--- src/rtl/bcd_modn_counter.sv ---
// Modulo-N up/down counter that keeps its value in packed BCD digits.
// Supports clear, checked parallel load, wrap and load-error pulses, and a combinational terminal count.
module bcd_modn_counter #(
    parameter int DIGITS  = 2,
    parameter int MOD_VAL = 60
) (
    input  logic                clk,
    input  logic                reset,
    input  logic                en,
    input  logic                up,
    input  logic                clr,
    input  logic                load,
    input  logic [4*DIGITS-1:0] load_val,
    output logic [4*DIGITS-1:0] count,
    output logic                tc,
    output logic                wrap,
    output logic                load_err
);

    localparam int W = 4 * DIGITS;

    function automatic logic [W-1:0] to_bcd(input int v);
        logic [W-1:0] res;
        int           rem;
        res = '0;
        rem = v;
        for (int i = 0; i < DIGITS; i++) begin
            res[4*i +: 4] = 4'(rem % 10);
            rem           = rem / 10;
        end
        return res;
    endfunction

    localparam logic [W-1:0] C_MAX = to_bcd(MOD_VAL - 1);

    logic [W-1:0] r_count;
    logic         r_wrap;
    logic         r_load_err;

    logic [W-1:0] w_inc;
    logic [W-1:0] w_dec;
    logic         w_load_ok;
    logic         w_at_max;
    logic         w_at_zero;
    logic         w_tc;

    // Valid BCD vectors order the same way as plain unsigned numbers,
    // so the range check is a direct compare once every digit is legal.
    always_comb begin
        w_load_ok = (load_val <= C_MAX);
        for (int i = 0; i < DIGITS; i++) begin
            if (load_val[4*i +: 4] > 4'd9) begin
                w_load_ok = 1'b0;
            end
        end
    end

    always_comb begin
        logic cy;
        logic bw;
        w_inc = r_count;
        w_dec = r_count;
        cy    = 1'b1;
        bw    = 1'b1;
        for (int i = 0; i < DIGITS; i++) begin
            if (cy) begin
                if (r_count[4*i +: 4] == 4'd9) begin
                    w_inc[4*i +: 4] = 4'd0;
                end else begin
                    w_inc[4*i +: 4] = r_count[4*i +: 4] + 4'd1;
                    cy              = 1'b0;
                end
            end
            if (bw) begin
                if (r_count[4*i +: 4] == 4'd0) begin
                    w_dec[4*i +: 4] = 4'd9;
                end else begin
                    w_dec[4*i +: 4] = r_count[4*i +: 4] - 4'd1;
                    bw              = 1'b0;
                end
            end
        end
    end

    assign w_at_max  = (r_count == C_MAX);
    assign w_at_zero = (r_count == '0);
    assign w_tc      = en && !clr && !load && ((up && w_at_max) || (!up && w_at_zero));

    always_ff @(posedge clk or negedge reset) begin
        if (!reset) begin
            r_count    <= '0;
            r_wrap     <= 1'b0;
            r_load_err <= 1'b0;
        end else begin
            r_wrap     <= 1'b0;
            r_load_err <= 1'b0;
            if (clr) begin
                r_count <= '0;
            end else if (load) begin
                if (w_load_ok) begin
                    r_count <= load_val;
                end else begin
                    r_load_err <= 1'b1;
                end
            end else if (en) begin
                if (w_tc) begin
                    r_count <= up ? '0 : C_MAX;
                    r_wrap  <= 1'b1;
                end else begin
                    r_count <= up ? w_inc : w_dec;
                end
            end
        end
    end

    assign count    = r_count;
    assign tc       = w_tc;
    assign wrap     = r_wrap;
    assign load_err = r_load_err;

endmodule
--- config.mk ---
export PLATFORM = sky130hd
export DESIGN_NAME = bcd_modn_counter
export DESIGN_NICKNAME = d
export VERILOG_FILES = /design/src/rtl/bcd_modn_counter.sv
export SDC_FILE = /design/constraint.sdc
export NUM_CORES = 1
export LEC_CHECK = 0
export CORE_AREA = 3 3 52 54
export CTS_CLUSTER_SIZE = 8
export DETAILED_ROUTE_END_ITERATION = 6
export DIE_AREA = 0 0 55 57
export PLACE_DENSITY = 0.69
export SYNTH_ARGS = -nofsm -noshare
export SYNTH_HDL_FRONTEND = slang
export SYNTH_SLANG_ARGS = --single-unit
export TNS_END_PERCENT = 100
--- constraint.sdc ---
create_clock -name clk -period 2.2 [get_ports clk]
set_clock_uncertainty 0.15 [all_clocks]
set_input_delay 0.22 -clock clk [delete_from_list [all_inputs] [get_ports clk]]
set_output_delay 0.22 -clock clk [all_outputs]
set_load 0.05 [all_outputs]
==> flow_metrics.tcl <==
set metrics [dict create \
    synth_top_cell_area_share 0.2574 \
    layout_worst_path_cycle_share 0.9519 \
    crit_required_ps 1830 \
    synth-async-reset-ratio 1.000 \
    critical_path.top_delay_family "buffers and inverters" \
    start_util 0.4312 \
    synth.distinct_cells 45 \
    tns_ps 0 \
    grt_pass1_wl_um 4395 \
    yosysMostFrequentCell "dfrtp_1" \
    critPathBufInv 1 \
    grt_pass1_vias 983 \
    cts.path.max_buffers 2 \
    nNetsFinal 167 \
    max-cap-violations 0 \
    drc 0 \
    synth_edf_count 0 \
    viasPerCell 5.700 \
    finalHoldViolCount 0 \
    ys_top_cells_by_area "dfrtp_1 (26%), nand3b_1 (3.9%), o21ai_0 (3.6%)" \
    synth_top_cells_by_count "dfrtp_1 (10), nor2_1 (7), o21ai_0 (7), nand2_1 (6)" \
    crit_path_end_kind "primary output" \
    vdd_drop_max_mv 0.3503 \
    die_y_um 57 \
    synth_warnings 0 \
    period_minus_slack_ps 2094 \
    clkTransAtPathRegs_ps 70 \
    design.die.area_mm2 0.003135 \
    io_pins 25 \
    slew_viol_final 0 \
    grt_use_total 0.1906 \
    wl_per_cell_um 14.74 \
    port_buffers 24 \
    cpMaxStageDelayCell "clkdlybuf4s50_1" \
    syn_area_per_cell_um2 8.170 \
    syn_area_um2 972.2 \
    die_w_um 55 \
    syn2layout_area_growth_pct 41.06 \
    gr-total-overflow 0 \
    cts.sinks 10 \
    worst-setup-path-type "flip-flop to primary output" \
    p_per_area_mw_per_mm2 447.6 \
    clk_latency_ps 270 \
    grt_max_degree 17 \
    rsz0062_at_grt "no" \
    seq_area_um2 256.5 \
    startpoint_type "flip-flop" \
    fin_ws_ps 105.7 \
    antenna_found_initial 0 \
    multi_input_area_um2 651.9 \
    cts-root-buf "clkbuf_4" \
    ys_ff_latch 10 \
    place_ws_ps -209.7 \
    yosysSeqAreaShare 0.2574 \
    num_vias 1026 \
    rows 17 \
    drtAntennaViolNets 0 \
    crit_chain "clkdlybuf4s50_1" \
    diodes 0 \
    setup_viol 0 \
    synth_top_area_cell "dfrtp_1" \
    status "finished clean" \
    slowest_delay_ps 890 \
    cts_tree "built" \
    dp.final_hpwl_um 2042 \
    place_congestion 0.8156 \
    critPathMaxFanout 11 \
    htreeDepth 1 \
    hold_slack_ps 109.9 \
    worstPathArrival_ps 1720 \
    tightest_slew_ps 501.7 \
    cellLeakagePower_nw 0.5338 \
    hold_buffers 0 \
    hp-class "primary input to asynchronous set/reset pin" \
    syn-instance-count 119 \
    cts-buffers-inserted 3 \
    synth_ff_type "dfrtp_1" \
    firstDrtPassIters 4 \
    nFillCells 212 \
    coreArea_mm2 0.002255 \
    drive_gt1_frac 0.2566 \
    relSlewSlack 0.6645 \
    drt_wl_total_um 2654 \
    fmaxAchievable_ghz 0.4775 \
    syn-num-nets 133 \
    drt_iter0_drc 17 \
]
## through the flow
step           total power, mW  instances  cell area, um2    util
2_1_floorplan           0.3590        119           978.4       -
3_3_place_gp            0.4428        176            1333  0.5910
3_5_place_dp            0.4487        176            1333  0.5910
4_1_cts                 0.6189        180            1369  0.6071
5_1_grt                 0.6521        180            1371  0.6082
6_report                0.6138        180            1371  0.6082
## power by group
part	internal, mW	switching, mW	total, mW
Clock	0.101	0.0684	0.169
Combinational	0.107	0.119	0.226
Sequential	0.195	0.0241	0.219
## layout make-up
cell class | count | area share
well taps | 28 | 0.02555
repair buffers | 40 | 0.2719
inverters | 5 | 0.01369
clock buffers | 4 | 0.02646
multi-input cells | 93 | 0.4754
flip-flops and latches | 10 | 0.1870
## metal layers
layer	share of wire	up-vias	GRT usage
met1	0.44	485	0.2246
met5	0	-	0
met3	0.046	4	0.04961
li1	-	516	-
met2	0.50	21	0.3260
met4	0.012	0	0.06250
## kinds of logic after synthesis
kind of cell	count (synthesis)	share of synthesized area
AO/OA/AOI/OAI	34	0.2716
XOR/XNOR	2	0.01802
buffers and inverters	16	0.07207
flip-flops	10	0.2574
multiplexers	3	0.03346
AND/OR/NAND/NOR	54	0.3475
## cells in the final DEF, fill, tap and decap left out, types with 3 or more instances in the layout
cell type        Yosys  layout
clkdlybuf4s50_1      0      22
nor2b_1              4       4
o211ai_1             4       4
buf_4                1      16
clkbuf_4             0       3
nand3_1              4       4
nor3_1               4       4
dfrtp_2              0       5
nand2b_1             4       4
nor4_1               3       3
nor3b_1              3       3
o21ai_0              7       7
dfrtp_1             10       5
a21oi_1              4       4
nand4b_1             3       3
a32o_1               3       3
inv_1                5       5
a31oi_1              3       3
nand2_1              6       6
nand3b_1             5       5
nor2_1               7       7
## what timing repair did
item                       in CTS  in global routing
setup endpoints to repair       0                  3
buffers inserted                0                  0
resized for setup               0                  1
## sequential cells by signal, indices dropped and copies added, names as in the netlist
signal    count
load_err      1
count         8
wrap          1
## worst paths after layout
kind                                       from              endpoint  slack, ps  depth (start not counted)
setup / recovery           count[2]$_DFFE_PN0P_              count[2]        110                          1
hold / removal                            reset  count[7]$_DFFE_PN0P_        110                          1
setup reg to reg           count[4]$_DFFE_PN0P_  count[3]$_DFFE_PN0P_        180                          5
hold reg to reg            count[6]$_DFFE_PN0P_  count[6]$_DFFE_PN0P_        420                          1
max in group asynchronous                 reset  count[0]$_DFFE_PN0P_       1460                          1
min in group clk           count[6]$_DFFE_PN0P_  count[6]$_DFFE_PN0P_        420                          1
Power figures use the tool's default switching activity.
